--- config.mk ---
export PLATFORM = sky130hd
export DESIGN_NAME = audio_sample_pacer
export DESIGN_NICKNAME = d
export VERILOG_FILES = /design/src/rtl/audio_pkg.sv /design/src/rtl/audio_sample_fifo.sv /design/src/rtl/audio_sample_pacer.sv
export SDC_FILE = /design/constraint.sdc
export NUM_CORES = 1
export LEC_CHECK = 0
export CAP_MARGIN = 10
export CORE_ASPECT_RATIO = 0.5
export CORE_UTILIZATION = 64
export CTS_CLUSTER_DIAMETER = 50
export DETAILED_ROUTE_END_ITERATION = 10
export PLACE_DENSITY = 0.95
export SLEW_MARGIN = 20
export SYNTH_ARGS = -nofsm -noshare
export SYNTH_HDL_FRONTEND = slang
export SYNTH_SLANG_ARGS = --single-unit
export TNS_END_PERCENT = 5
--- constraint.sdc ---
create_clock -name clock -period 11.9 [get_ports clock]
set_clock_uncertainty 0.05 [all_clocks]
set_input_delay 1.19 -clock clock [delete_from_list [all_inputs] [get_ports clock]]
set_output_delay 1.19 -clock clock [all_outputs]
set_load 0.02 [all_outputs]
--- src/rtl/audio_pkg.sv ---
// Shared audio types and constants for the sample pacing path.
package audio_pkg;

    localparam int AUDIO_WIDTH   = 24;
    localparam int AUDIO_DIV_48K = 625;

    typedef struct packed {
        logic [AUDIO_WIDTH-1:0] left;
        logic [AUDIO_WIDTH-1:0] right;
    } stereo_sample_t;

endpackage

--- src/rtl/audio_sample_fifo.sv ---
// Single-clock stereo sample FIFO with binary wrapping pointers and occupancy count.
// The head entry is read combinationally so a pop can consume it in the same cycle.
module audio_sample_fifo
    import audio_pkg::*;
#(
    parameter int DEPTH = 8
) (
    input  logic                     clk_i,
    input  logic                     srst_i,
    input  logic                     push_i,
    input  logic                     pop_i,
    input  stereo_sample_t           wr_data_i,
    output stereo_sample_t           rd_data_o,
    output logic [$clog2(DEPTH):0]   count_o
);

    localparam int AW = $clog2(DEPTH);

    stereo_sample_t   mem_q [DEPTH];
    logic [AW-1:0]    wr_ptr_q;
    logic [AW-1:0]    rd_ptr_q;
    logic [AW:0]      count_q;
    logic [AW:0]      count_d;

    always_comb begin
        count_d = count_q;
        case ({push_i, pop_i})
            2'b10:   count_d = count_q + (AW+1)'(1);
            2'b01:   count_d = count_q - (AW+1)'(1);
            default: count_d = count_q;
        endcase
    end

    always_ff @(posedge clk_i) begin
        if (srst_i) begin
            wr_ptr_q <= '0;
            rd_ptr_q <= '0;
            count_q  <= '0;
        end else begin
            if (push_i) wr_ptr_q <= wr_ptr_q + AW'(1);
            if (pop_i)  rd_ptr_q <= rd_ptr_q + AW'(1);
            count_q <= count_d;
        end
    end

    // Storage carries no reset; stale entries are unreachable once pointers clear.
    always_ff @(posedge clk_i) begin
        if (push_i) mem_q[wr_ptr_q] <= wr_data_i;
    end

    assign rd_data_o = mem_q[rd_ptr_q];
    assign count_o   = count_q;

endmodule

--- src/rtl/audio_sample_pacer.sv ---
// Paces buffered stereo samples out at clock/DIVIDER, repeating the last sample on underrun.
// Optional AUDIO_PACER_STATS_EN adds a saturating 16-bit underrun counter port.
module audio_sample_pacer
    import audio_pkg::*;
#(
    parameter int DEPTH   = 8,
    parameter int DIVIDER = AUDIO_DIV_48K,
    parameter int WIDTH   = AUDIO_WIDTH
) (
    input  logic                    clock,
    input  logic                    reset,
    input  logic                    in_valid,
    output logic                    in_ready,
    input  logic [WIDTH-1:0]        in_left,
    input  logic [WIDTH-1:0]        in_right,
    input  logic [2:0]              atten,
    output logic [WIDTH-1:0]        audio_l,
    output logic [WIDTH-1:0]        audio_r,
    output logic                    sample_strobe,
    output logic                    underrun,
    output logic [$clog2(DEPTH):0]  fill_level
`ifdef AUDIO_PACER_STATS_EN
    ,
    output logic [15:0]             underrun_count
`endif
);

    localparam int AW = $clog2(DEPTH);
    localparam int DW = $clog2(DIVIDER);

    logic [DW-1:0]  div_cnt_q;
    logic [DW-1:0]  div_cnt_d;
    logic           tick;
    logic           fifo_empty;
    logic           push;
    logic           pop;
    logic           underrun_d;
    logic           strobe_q;
    logic           underrun_q;
    logic [AW:0]    fifo_count;
    stereo_sample_t head;
    stereo_sample_t wr_sample;

    assign tick       = (div_cnt_q == DW'(DIVIDER - 1));
    assign fifo_empty = (fifo_count == '0);
    assign in_ready   = (fifo_count != (AW+1)'(DEPTH)) && !reset;
    assign push       = in_valid && in_ready;
    assign pop        = tick && !fifo_empty;
    assign underrun_d = tick && fifo_empty;

    always_comb begin
        div_cnt_d = div_cnt_q + DW'(1);
        if (tick) div_cnt_d = '0;
    end

    always_ff @(posedge clock) begin
        if (reset) begin
            div_cnt_q  <= '0;
            strobe_q   <= 1'b0;
            underrun_q <= 1'b0;
        end else begin
            div_cnt_q  <= div_cnt_d;
            strobe_q   <= pop;
            underrun_q <= underrun_d;
        end
    end

    assign wr_sample.left  = in_left;
    assign wr_sample.right = in_right;

    audio_sample_fifo #(
        .DEPTH (DEPTH)
    ) u_fifo (
        .clk_i     (clock),
        .srst_i    (reset),
        .push_i    (push),
        .pop_i     (pop),
        .wr_data_i (wr_sample),
        .rd_data_o (head),
        .count_o   (fifo_count)
    );

    // Channel 0 is left, channel 1 is right; each holds its value between pops.
    for (genvar gi = 0; gi < 2; gi++) begin : g_chan
        logic signed [WIDTH-1:0] raw;
        logic signed [WIDTH-1:0] sample_q;

        assign raw = (gi == 0) ? head.left : head.right;

        always_ff @(posedge clock) begin
            if (reset) begin
                sample_q <= '0;
            end else if (pop) begin
                sample_q <= raw >>> atten;
            end
        end
    end

    assign audio_l       = g_chan[0].sample_q;
    assign audio_r       = g_chan[1].sample_q;
    assign sample_strobe = strobe_q;
    assign underrun      = underrun_q;
    assign fill_level    = fifo_count;

`ifdef AUDIO_PACER_STATS_EN
    logic [15:0] underrun_cnt_q;

    always_ff @(posedge clock) begin
        if (reset) begin
            underrun_cnt_q <= '0;
        end else if (underrun_d && (underrun_cnt_q != 16'hFFFF)) begin
            underrun_cnt_q <= underrun_cnt_q + 16'd1;
        end
    end

    assign underrun_count = underrun_cnt_q;
`endif

endmodule

==> results by group <==
Status
  • Status: completed

Synthesis
  • Synthesized Nets: around 1100
  • Synth unique cells: between 50 and 60
  • Primary FF master, synth: edfxtp_1
  • Synthesized instance count: around 1000
  • YS warnings: 0
  • Post-synth EDFFs: 384
  • Post-synthesis sequential area ratio: 69.45%
  • Async SR Flop Fraction: 0%
  • Synthesis-stage register bit count: 457
  • Cell Area, Synth: about 19000 um2
  • Syn_area_per_cell: ~18 um2

Die
  • Die H: 122.9 um
  • Die area: 29960 um2
  • Initial core utilization: 66.35%
  • Die Wd: 243.8 um
  • Core area: 28190 um2
  • Row count: 43
  • IO Count: 109

Pwr
  • Psw: 0.0006787 W
  • Combinational power share: 4.5%
  • Int Power: approximately 0.0025 W
  • Leakage Power: a little under 7 nW
  • Sequential power share: 54.8%
  • Cell area power density: 149.5 nW/um2
  • Sw frac: 21.19%
  • Max IR drop VDD: between 0.08 and 0.09 mV
  • Power share of the clock group: 40.7%

Place
  • Port bufs: 108
  • Dpl hpwl: 26410 um
  • DP Worst Slack: about 7 ns
  • Placer congestion estimate: ~0.95
  • Cell Area, Placed: 20160 um2

Clock network
  • CTS hold repair buffers: 0
  • CTS Buf Count: 38
  • Clock Latency Late Sink: ~0.55 ns
  • CTS tree: yes
  • # Post-CTS Setup Buffers: 0
  • Clock Tree Root: clkbuf_16
  • Clock tree buffer depth: 3
  • CTS resizes: 0
  • Sink Count: ~460
  • Worst-path clk slew: around 0.070 ns
  • Htree depth: 2

STA
  • PnR worst setup slack: 7.480 ns
  • Pins Over Slew Limit: 0
  • Fin crit period: 4.420 ns
  • Setup TNS: 0 ns
  • Worst slew pin tran: 1.009 ns
  • Final setup viols: 0
  • Final period utilization: 37.14%
  • Slew margin rel.: 30.81%
  • Fmax: 226.2 MHz
  • RSZ-0062 raised after global routing: false
  • Final Hold Fails: 0

Worst setup path
  • End point of the critical path: audio_r[7]
  • FF-to-FF path depth: 6
  • Kind of critical path: in -> reg
  • CP Launch Point: atten[0]
  • CP Capture Type: register
  • Worst r2r dst: audio_l[19]
  • Startpoint types: primary input
  • CP arrival: approximately 4.9 ns
  • CP Max Fanout: 23
  • R2R Setup Slk: 7.72 ns
  • Required time worst endpoint: 12.33 ns

Routing
  • DR iter-0 viols: 1581
  • Via density: 7.124
  • DRC: 0
  • DRT Pass-1 Iters: 7
  • Routed Antenna Nets: 0
  • Post-Route WL: 47130 um
  • Via count: 11140
  • WL per Instance: about 30 um

Global route
  • M1 GR Usage: a little over two fifths
  • GRT Util Overall: 31.98%
  • M3 GR Usage: 8.400%
  • Vias in the first global route: around 11000
  • GRT Residual Overflow: 0
  • Largest net degree at the start of global routing: 74
  • Initial antenna violation count: 2
  • Global-route wire length before repair: 68910 um
  • GR peak layer: met2
  • GR Util met2: 51.54%

Cells and area
  • Final non-filler cell area: 21430 um2
  • Area growth, synth to finish: 14.56%
  • Layout cells sized above 1: 20.37%
  • Nets: between 1000 and 1500

Worst hold path
  • Hold Path Class: reg -> reg
  • Hold Crit Depth: 1

Run
  • Max Cap Viol: 0
-- sequential cells by signal (all words and copies together), names as in the netlist, named ones only --
name and count:
underrun 1, u_fifo.count_o 4, u_fifo.rd_ptr_q 3, sample_strobe 1
div_cnt_q 10, audio_r 24, u_fifo.wr_ptr_q 3, audio_l 24
u_fifo.mem_q 384
-- stage by stage --
step | total power [W] | instances | hold WS, ns | utilization [%]
2_1_floorplan | 0.001864 | 1048 | 0.3914 | -
3_3_place_gp | 0.001917 | 1491 | 0.4082 | 71.48
3_5_place_dp | 0.001926 | 1491 | 0.4198 | 71.49
4_1_cts | 0.003204 | 1560 | 0.4336 | 75.99
5_1_grt | 0.003277 | 1560 | 0.4505 | 75.99
6_report | 0.003204 | 1563 | 0.4282 | 76.02
-- cells by family (layout without fill, tap and decap cells) --
group	after synthesis	count (layout)	share of synthesized area [%]
fa+ha+maj	7	7	0.4682
other cells	0	3	0
buf+inv	74	204	1.806
xor+xnor	14	14	0.6555
flops	457	457	69.45
simple gates	188	188	5.197
compound gates	106	106	4.368
mux	202	202	18.05
-- placed cells by master, fill, tap and decap left out, types with 20 or more instances in the layout --
cell	synthesis	routed
nor3b_1	27	27
mux4_2	104	104
clkdlybuf4s50_1	0	106
o22ai_1	20	20
mux2i_1	55	55
nor2_1	62	56
nand2_1	27	27
mux2_2	43	43
edfxtp_1	384	384
dfxtp_1	73	70
clkbuf_16	0	39
-- worst min path at each step --
| stage | from | to | slack [ns] |
|---|---|---|---|
| 2_1_floorplan | div_cnt_q[0] | div_cnt_q[0] | 0.39 |
| 3_3_place_gp | div_cnt_q[0] | div_cnt_q[0] | 0.41 |
| 3_5_place_dp | div_cnt_q[0] | div_cnt_q[0] | 0.42 |
| 4_1_cts | div_cnt_q[0] | div_cnt_q[0] | 0.43 |
| 5_1_grt | div_cnt_q[0] | div_cnt_q[0] | 0.45 |
| 6_report | div_cnt_q[0] | div_cnt_q[0] | 0.43 |
-- layout make-up --
cell class	count	area, um2
diodes	3	7.507
inverters	9	33.78
repair buffers	126	1206
well taps	382	478.0
multi-input cells	517	5436
fillers	1453	6761
clock buffers	53	1069
flip-flops and latches	457	13000
clock inverters	16	198.9
-- critical path, cell delays in order --
cell             delay [ns]
clkdlybuf4s50_1        1.10
clkinv_1               1.10
nor3_1                 0.89
buf_4                  0.28
and3_1                 0.17
a211o_1                0.10
-- Yosys cell counts, drive strengths merged, types with 7 or more instances --
master  number  area, um2
a211o        7      61.31
a211oi      11      82.58
a21oi        9      45.04
a221o       19      190.2
a22oi        8      60.06
buf         31      176.4
clkbuf      34      127.6
dfxtp       73       1461
edfxtp     384      11530
ha           7      87.58
inv          7      26.28
mux2        43      484.2
mux2i       55      550.5
mux4       104       2342
nand2       27      101.4
nand3       11      55.05
nand3b       7      52.55
nor2        62      232.7
nor3        20      100.1
nor3b       27      202.7
o22ai       20      125.1
xnor2        7      61.31
xor2         7      61.31
-- metal layers --
| metal | up-vias | part of all wire [%] |
|---|---|---|
| met3 | 183 | 11 |
| met5 | - | 0 |
| met1 | 5613 | 37 |
| li1 | 4487 | - |
| met4 | 0 | 3.9 |
| met2 | 852 | 48 |
-- power by group through the flow --
| stage | Clock, W | Sequential, W | Combinational [W] |
|---|---|---|---|
| after floorplan | 0 | 0.00179 | 0.0000732 |
| after global placement | 0 | 0.00179 | 0.000128 |
| after global routing | 0.00137 | 0.00176 | 0.000149 |
| final | 0.00130 | 0.00176 | 0.000143 |
| after CTS | 0.00131 | 0.00176 | 0.000138 |
| after detailed placement | 0 | 0.00179 | 0.000135 |
(Power assumes the default switching activity.)
